<file path="config.mk">
export PLATFORM = sky130hd
export DESIGN_NAME = bcd_updown_cnt
export DESIGN_NICKNAME = d
export VERILOG_FILES = /design/src/rtl/bcd_pkg.sv /design/src/rtl/bcd_digit.sv /design/src/rtl/bcd_updown_cnt.sv
export SDC_FILE = /design/constraint.sdc
export NUM_CORES = 1
export LEC_CHECK = 0
export BUFFER_PORTS_ARGS = -buffer_cell sky130_fd_sc_hd__buf_2
export CAP_MARGIN = 20
export CORE_MARGIN = 3
export CORE_UTILIZATION = 45
export DETAILED_ROUTE_END_ITERATION = 6
export GPL_TIMING_DRIVEN = 1
export PLACE_DENSITY = 0.79
export REMOVE_ABC_BUFFERS = 1
export SLEW_MARGIN = 10
export SYNTH_ARGS = -nofsm -noshare
export SYNTH_HDL_FRONTEND = slang
export SYNTH_SLANG_ARGS = --single-unit
</file>
<file path="constraint.sdc">
create_clock -name clk -period 3.1 [get_ports clk]
set_clock_uncertainty 0.15 [all_clocks]
set_input_delay 0.62 -clock clk [delete_from_list [all_inputs] [get_ports clk]]
set_output_delay 0.62 -clock clk [all_outputs]
set_load 0.01 [all_outputs]
</file>
<file path="src/rtl/bcd_pkg.sv">
// Shared BCD digit type, limits and load sanitizer for the decimal counter slice.
package bcd_pkg;

  localparam int         BCD_W   = 4;
  localparam logic [3:0] BCD_MAX = 4'd9;

  typedef logic [BCD_W-1:0] bcd_digit_t;

  // A non-decimal nibble loads as zero instead of creating an illegal digit.
  function automatic bcd_digit_t bcd_sanitize(input bcd_digit_t d);
    return (d > BCD_MAX) ? '0 : d;
  endfunction

endpackage

</file>
<file path="src/rtl/bcd_digit.sv">
// One BCD decade: load, or step up/down with 9->0 / 0->9 rollover.
module bcd_digit
  import bcd_pkg::*;
(
  input  logic       clk,
  input  logic       rst,
  input  logic       step,
  input  logic       up,
  input  logic       load,
  input  bcd_digit_t din,
  output bcd_digit_t q,
  output logic       is_max,
  output logic       is_min
);

  always_ff @(posedge clk or negedge rst) begin
    if (!rst) begin
      q <= '0;
    end else if (load) begin
      q <= din;
    end else if (step) begin
      if (up) q <= (q == BCD_MAX) ? '0 : q + 4'd1;
      else    q <= (q == '0) ? BCD_MAX : q - 4'd1;
    end
  end

  assign is_max = (q == BCD_MAX);
  assign is_min = (q == '0);

endmodule

</file>
<file path="src/rtl/bcd_updown_cnt.sv">
// Multi-decade packed-BCD up/down counter with load, terminal count and bad-load flag.
// Define BCD_CNT_SATURATE_EN to hold at all-9s/all-0s instead of wrapping.
module bcd_updown_cnt
  import bcd_pkg::*;
#(
  parameter int DIGITS = 4
) (
  input  logic                  clk,
  input  logic                  rst,
  input  logic                  en,
  input  logic                  up,
  input  logic                  load,
  input  logic [4*DIGITS-1:0]   load_val,
  output logic [4*DIGITS-1:0]   out,
  output logic                  tc,
  output logic                  load_err
);

  logic [DIGITS-1:0] is_max;
  logic [DIGITS-1:0] is_min;
  logic [DIGITS-1:0] step;
  logic [DIGITS-1:0] bad;
  logic [DIGITS:0]   pre_max;
  logic [DIGITS:0]   pre_min;
  logic              cnt_en;

  // Digit i steps only when every lower digit sits at its rollover value.
  always_comb begin
    pre_max[0] = 1'b1;
    pre_min[0] = 1'b1;
    for (int i = 0; i < DIGITS; i++) begin
      pre_max[i+1] = pre_max[i] & is_max[i];
      pre_min[i+1] = pre_min[i] & is_min[i];
    end
  end

  always_comb begin
    step = '0;
    for (int i = 0; i < DIGITS; i++) begin
      step[i] = cnt_en & (up ? pre_max[i] : pre_min[i]);
    end
  end

  assign tc = en & (up ? pre_max[DIGITS] : pre_min[DIGITS]);

`ifdef BCD_CNT_SATURATE_EN
  // At the end of range tc is exactly the condition that would wrap.
  assign cnt_en = en & ~tc;
`else
  assign cnt_en = en;
`endif

  for (genvar i = 0; i < DIGITS; i++) begin : g_dig
    bcd_digit_t din;

    assign bad[i] = (load_val[BCD_W*i +: BCD_W] > BCD_MAX);
    assign din    = bcd_sanitize(load_val[BCD_W*i +: BCD_W]);

    bcd_digit u_digit (
      .clk    (clk),
      .rst    (rst),
      .step   (step[i]),
      .up     (up),
      .load   (load),
      .din    (din),
      .q      (out[BCD_W*i +: BCD_W]),
      .is_max (is_max[i]),
      .is_min (is_min[i])
    );
  end

  always_ff @(posedge clk or negedge rst) begin
    if (!rst) load_err <= 1'b0;
    else      load_err <= load & (|bad);
  end

endmodule

</file>
======== Yosys cells after proc, flatten, opt, wreduce, memory -nomap -nowiden ========
Index checks and enable logic that the tools add are counted.
cells by class
  add/sub/neg operators ................... 8
  order comparisons ....................... 4
  equality and inequality tests ........... 4
  muxes and demuxes ....................... 28
  bitwise logic cells ..................... 11
  reductions and logical operators ........ 9
operators with widths
  cell                 count
  $mux 4               24
  $add 4x1->4 const B  4
  $eq 4x4->1 const B   4
  $gt 4x4->1 const B   4
  $logic_not 4->1      4
  $sub 4x1->4 const B  4
  $and 1x1->1          11
  $reduce_bool 2->1    4
  $mux 1               4
  $reduce_or 4->1      1
storage, ports and cells
  bits in registers ....................... 17
  input port bits ......................... 21
  output and inout port bits .............. 18
  logic and storage cells ................. 69

======== Logic depth before layout (Yosys ltp) ========
Gate-level depths: netlist of run 1.
  depth in word-level cells ............... 7
  mapped depth ............................ 7
  gate-level depth less buffers ........... 5

======== Cells and area by module ========
From an unflattened synthesis of run 1, not the netlist that was laid out.
second synthesis, totals
  cell total of the unflattened synthesis .. 218
  area total of the unflattened synthesis .. 1,655.3 um2
by module, submodules not included
  module          times used  cells each  area each (um2)  sequential area each (um2)
  bcd_digit       4           45          349.1            100.1
  bcd_updown_cnt  1           38          259.0            25.0

======== Worst setup path before layout of run 1 ========
Ideal clock, no wire load.
  path type ............................... input-to-output
  start ................................... in up
  end ..................................... out tc
  arrival time ............................ 1,789 ps
  setup slack ............................. 541 ps
  stages .................................. 5
  path buffers ............................ 1
  cell sequence ........................... buf_4 -> and3_1 -> nand2_1 -> a2111o_1 -> a2111oi_2
between the ends
  word-level cells in the longest chain between the ends .. 2
RTL lines
  what                RTL line              text
  start: declaration  bcd_updown_cnt.sv:11  input logic up,
  $mux 1              bcd_updown_cnt.sv:44  assign tc = en & (up ? pre_max[DIGITS] : pre_min[DIGITS]);
  $and 1x1->1         bcd_updown_cnt.sv:44
  end: declaration    bcd_updown_cnt.sv:15  output logic tc,
No other way between the ends.

======== Worst setup path after layout of run 1 ========
Same ends and word-level chain as after synthesis.

==> results.py, run 1 <==
metrics = {
    "timing": {
        "fin_crit_sh_pct": 92.2,
        "tightest_slew_ns": 0.539,
        "rsz0062_at_grt": "no",
        "finalSetupViolations": 0,
        "whs_ns": 0.0804,
        "slew_headroom_pct": 64.1,
        "report.final.slew_viol_count": 0,
        "setup_tns_ns": 0,
        "max_freq_mhz": 350,
        "period_needed_ns": 2.86,
        "finalHoldViolations": 0,
    },
    "place": {
        "placed_area_mm2": 0.00167,
        "port_buffers": 38,
        "routabilityCongestion": 0.778,
        "dp.final_hpwl_mm": 2.59,
    },
    "die": {
        "die-area_mm2": 0.00402,
        "die_h_um": 63.4,
        "die_w_um": 63.4,
        "fp.coreArea_mm2": 0.00310,
        "io_pins": 39,
        "start_util_pct": 47.7,
        "fp-row-count": 20,
    },
    "grt": {
        "grtUsageTotal_pct": 18.1,
        "antenna_found_initial": 0,
        "grt_overflow": 0,
        "grt_pass1_vias": 1285,
        "grt_pass1_wl_mm": 5.90,
        "grt_max_degree": 31,
    },
    "finish": {
        "layout_commonest_cell": "buf_2",
        "drive_gt1_share_pct": 21.1,
        "syn2layout_area_growth_pct": 14.3,
        "design_area_mm2": 0.00169,
        "final_cell_mix": "38 x buf_2, 27 x o21ai_0, 17 x dfrtp_1",
        "n_antenna_cell": 0,
        "nets": 240,
    },
    "synth": {
        "async_flop_share_pct": 100,
        "synth_ff_type": "dfrtp_1",
        "synth_edf_count": 0,
        "synth_top_area_share_pct": 28.7,
        "synth_cell_types": 45,
        "synthCells": 191,
        "synthTopCellsByArea": "dfrtp_1 29%, o21ai_0 9.1%, mux2i_1 4.7%, nand3_1 4.4%, nor2_1 3.8%",
        "yosysTopAreaCell": "dfrtp_1",
        "syn_area_mm2": 0.00148,
        "synth_seq_cells": 17,
        "synth_warnings": 0,
        "syn_area_per_cell_um2": 7.76,
        "synth_seq_area_share_pct": 28.7,
    },
    "clock_tree": {
        "htree_levels": 1,
        "cts.sinks": 17,
        "cts_tree": "built",
        "clk_pin_slew_ns": 0.10,
        "cts.path.max_buffers": 2,
        "clockRootBuffer": "clkbuf_4",
        "ctsHoldBuffers": 0,
        "worst_skew_pair.late_latency_ns": 0.29,
        "post_cts_resized": 0,
        "numCtsBuffers": 3,
        "post-cts-setup-buffer-count": 0,
    },
    "critical_path": {
        "critPathKind": "in2out",
        "cpMaxStageDelayCell": "a2111o_1",
        "end_kind": "output port",
        "crit_path_max_fanout": 14,
        "cp_common_cell": "buf_2",
        "rrSetupSlack_ns": 1.08,
        "path_cells": "buf_2, nor3_4, nand3_1, a2111o_1, a2111oi_2, buf_2",
        "arrival_ns": 2.09,
        "crit_path_start_kind": "input pin",
        "critical_path.max_stage_delay_ns": 0.45,
        "cp.required_ns": 2.33,
    },
    "power": {
        "power.leakage_nw": 0.748,
        "ir_drop_mv": 0.215,
        "power_density_mw_per_mm2": 366,
        "power.total_w": 0.000620,
    },
    "route": {
        "drtIter0Drc": 152,
        "via_per_inst": 5.67,
        "totalWireLength_mm": 3.46,
        "ant_nets": 0,
        "wire_per_inst_um": 13.2,
        "drtPass1Iterations": 4,
        "drc": 0,
        "vias": 1486,
    },
    "flow_run": {
        "max_cap_violations": 0,
    },
    "hold_path": {
        "holdCritPathClass": "in2async",
    },
    "run_status": {
        "status": "complete, no violations",
    },
}
==> metrics by stage <==
step / worst slack, ns / std cells / util (%)
final: 0.240 / 262 / 54.6
after global routing: 0.145 / 262 / 54.6
after CTS: 0.243 / 262 / 54.6
after detailed placement: 0.248 / 258 / 53.7
after global placement: 0.269 / 258 / 53.7
after floorplan: 0.552 / 174 / -
==> worst max-delay path: cells and delay by family <==
| family | cells | cell delay [ns] |
|---|---|---|
| compound gates | 2 | 0.70 |
| simple gates | 2 | 0.37 |
| buf+inv | 2 | 0.40 |
==> state kept, by name (all words and copies together), names as in the netlist <==
name and count:
load_err 1, g_dig.u_digit.q 16
==> area by class of cell <==
cell class / count / area (um2)
fillers: 339 / 1410
multi-input cells: 150 / 955
flip-flops and latches: 17 / 425
repair buffers: 40 / 205
well taps: 44 / 55.1
clock buffers: 4 / 26.3
inverters: 7 / 26.3
==> cells by family (layout without fill, tap and decap cells) <==
family          after synthesis  in the layout  share of synthesized area, %
compound gates               64             64                          28.3
xor+xnor                     10             10                          5.91
mux                           7              7                          4.73
flops                        17             17                          28.7
buf+inv                      24             51                          6.84
simple gates                 69             69                          25.5
==> power by group <==
group | total [W] | leakage (nW) | internal (W) | switching, W
Combinational | 0.000200 | 0.515 | 0.0000938 | 0.000106
Clock | 0.000119 | 0.0150 | 0.0000500 | 0.0000686
Sequential | 0.000301 | 0.218 | 0.000243 | 0.0000584
Total | 0.000620 | 0.748 | 0.000387 | 0.000233
==> metal layers <==
layer,track usage (%),wire length [um],vias up,part of all wire [%]
li1,-,-,760,-
met1,26.1,1670,695,48
met2,27.8,1640,29,47
met3,1.78,132,2,3.8
met4,7.28,17,0,0.49
met5,0,0,-,0
==> synthesized netlist by cell type (4+ instances only) <==
| cell type | n |
|---|---|
| xnor2_1 | 6 |
| dfrtp_1 | 17 |
| and3_1 | 6 |
| o21ai_0 | 27 |
| a22oi_1 | 4 |
| nor2_1 | 15 |
| nand3_1 | 13 |
| buf_2 | 5 |
| xor2_1 | 4 |
| a21oi_1 | 6 |
| nand2_1 | 12 |
| clkbuf_1 | 10 |
| mux2i_1 | 7 |
| nand3b_1 | 6 |
| nor3_1 | 5 |
| inv_1 | 7 |
==> final timing paths <==
| check | from | end | cells past startpoint |
|---|---|---|---|
| max in group asynchronous | rst | load_err$_DFF_PN0_ | 1 |
| hold reg to reg | g_dig[3].u_digit.q[3]$_DFFE_PN0P_ | g_dig[3].u_digit.q[3]$_DFFE_PN0P_ | 2 |
| min in group clk | load_val[5] | g_dig[1].u_digit.q[3]$_DFFE_PN0P_ | 2 |
| setup / recovery | up | tc | 6 |
| hold / removal | rst | g_dig[2].u_digit.q[2]$_DFFE_PN0P_ | 1 |
| setup reg to reg | g_dig[0].u_digit.q[1]$_DFFE_PN0P_ | g_dig[3].u_digit.q[1]$_DFFE_PN0P_ | 6 |
Power figures use the tool's default switching activity.
==> run 2, diff against run 1 <==
- clock period: 3.1 -> 2.9 ns (I/O delays scaled with it)
==> results.py, run 2 (same netlist as run 1, synthesis figures left out) <==
metrics = {
    "timing": {
        "finalSetupViolations": 0,
        "finalHoldViolations": 0,
        "rsz0062_at_grt": "no",
        "max_freq_mhz": 365,
        "setup_tns_ns": 0,
        "fin_crit_sh_pct": 94.5,
        "tightest_slew_ns": 0.538,
        "slew_headroom_pct": 64.1,
        "report.final.slew_viol_count": 0,
        "period_needed_ns": 2.74,
    },
    "critical_path": {
        "r2r-start": "g_dig[0].u_digit.q[2]$_DFFE_PN0P_",
        "reg2reg_to": "g_dig[3].u_digit.q[3]$_DFFE_PN0P_",
        "crit_path_start_kind": "flip-flop",
        "end_kind": "output port",
        "worst-path-buf-inv": 1,
        "crit_start": "g_dig[0].u_digit.q[2]$_DFFE_PN0P_",
        "path_cells": "nor3b_4, nand2_1, a2111o_1, a2111oi_2, buf_2",
        "critical_path.max_stage_delay_ns": 0.51,
        "cp.required_ns": 2.17,
        "critPathKind": "reg2out",
        "cpMaxStageDelayCell": "dfrtp_1",
        "crit_path_max_fanout": 9,
        "worstSetupEndpoint": "tc",
        "path_depth": 5,
        "reg2regPathDepth": 6,
        "critical_path.top_delay_family": "compound AO/OA/AOI/OAI gates",
        "arrival_ns": 2.01,
        "rrSetupSlack_ns": 0.88,
    },
    "power": {
        "ir_drop_mv": 0.188,
        "power.total_w": 0.000672,
        "power.leakage_nw": 0.761,
        "power_density_mw_per_mm2": 393,
    },
    "finish": {
        "syn2layout_area_growth_pct": 15.4,
        "largest-register": "g_dig.u_digit.q",
        "nets": 242,
        "layout_commonest_cell": "buf_2",
        "largest_reg_flops": 16,
        "multiInputGateArea_um2": 955,
        "reg_top3": "g_dig.u_digit.q: 16 flops, load_err: 1 flops",
        "drive_gt1_share_pct": 22.3,
        "n_antenna_cell": 0,
        "post-route-util_pct": 55.1,
        "regArea_um2": 425,
        "final_cells": 264,
        "nFillCells": 340,
        "final_cell_mix": "38 x buf_2, 27 x o21ai_0, 17 x dfrtp_1",
    },
    "clock_tree": {
        "post_cts_resized": 0,
        "cts.path.max_buffers": 2,
        "numCtsBuffers": 3,
        "clockRootBuffer": "clkbuf_4",
        "worst_skew_pair.late_latency_ns": 0.29,
        "cts.sinks": 17,
        "ctsHoldBuffers": 0,
        "clk_pin_slew_ns": 0.11,
        "htree_levels": 1,
        "post-cts-setup-buffer-count": 0,
        "cts_tree": "built",
    },
    "die": {
        "start_util_pct": 47.7,
        "fp-row-count": 20,
        "io_pins": 39,
        "die_h_um": 63.4,
        "fp.coreArea_mm2": 0.00310,
        "die-area_mm2": 0.00402,
        "die_w_um": 63.4,
    },
    "route": {
        "ant_nets": 0,
        "drtIter0Drc": 178,
        "totalWireLength_mm": 3.57,
        "drtPass1Iterations": 4,
        "via_per_inst": 5.64,
        "vias": 1490,
        "drc": 0,
        "wire_per_inst_um": 13.5,
    },
    "hold_path": {
        "holdCritPathClass": "in2async",
    },
    "place": {
        "post-place-cells": 260,
        "dp.final_hpwl_mm": 2.62,
        "port_buffers": 38,
        "routabilityCongestion": 0.831,
    },
    "flow_run": {
        "max_cap_violations": 0,
    },
    "grt": {
        "grt_max_degree": 31,
        "grtUsageTotal_pct": 18.9,
        "grt_pass1_wl_mm": 6.24,
        "grt_overflow": 0,
        "antenna_found_initial": 0,
        "grt_pass1_vias": 1371,
    },
    "run_status": {
        "status": "complete, no violations",
    },
}
-- run 2: cell count changes in the layout (fill, tap and decap cells not counted), sizes merged --
cell	previous run	this run
clkbuf	4	3
clkinv	0	1
buf	40	42
-- run 2: final cells by class --
cell class | count | share of cell area (%)
Timing Repair Buffer | 42 | 12.9
Tap cell | 44 | 3.22
Sequential cell | 17 | 24.9
Multi-Input combinational cell | 150 | 55.9
Clock inverter | 1 | 0.293
Inverter | 7 | 1.54
Clock buffer | 3 | 1.32
-- run 2: power by group --
part / internal [W] / switching (W)
Combinational: 0.000104 / 0.000121
Sequential: 0.000260 / 0.0000569
Clock: 0.0000513 / 0.0000790
Total: 0.000416 / 0.000256
-- run 2: worst reg2reg max path, stage by stage, from the launching register on --
cell and delay (ns):
dfrtp_1 0.51, nor3b_4 0.29, nand2_1 0.10, a2111o_1 0.44
buf_4 0.18, a211o_1 0.23, nand3_1 0.08
-- run 2: worst min path at each step --
stage | start | end | slack (ns) | cells after the start
finish | rst | g_dig[2].u_digit.q[2]$_DFFE_PN0P_ | 0.04 | 1
global route | rst | g_dig[2].u_digit.q[2]$_DFFE_PN0P_ | 0.06 | 1
CTS | rst | g_dig[2].u_digit.q[2]$_DFFE_PN0P_ | 0.05 | 1
detailed placement | rst | g_dig[2].u_digit.q[2]$_DFFE_PN0P_ | 0.38 | 1
global placement | rst | g_dig[2].u_digit.q[2]$_DFFE_PN0P_ | 0.37 | 1
floorplan | rst | g_dig[0].u_digit.q[0]$_DFFE_PN0P_ | 0.13 | 0
-- run 2: routing by layer --
layer / global-route usage [%] / share of wire [%]
met1: 25.9 / 46
met2: 30.1 / 48
met3: 2.67 / 4.8
met4: 6.74 / 1.2
met5: 0 / 0
-- run 2: through the flow --
stage / setup WS [ns] / hold WS [ns] / area [um2]
final: 0.158 / 0.0389 / 1710
after global routing: 0.0153 / 0.0556 / 1710
after CTS: 0.142 / 0.0484 / 1710
after detailed placement: 0.194 / 0.382 / 1680
after global placement: 0.203 / 0.374 / 1680
after floorplan: 0.432 / 0.134 / 1410
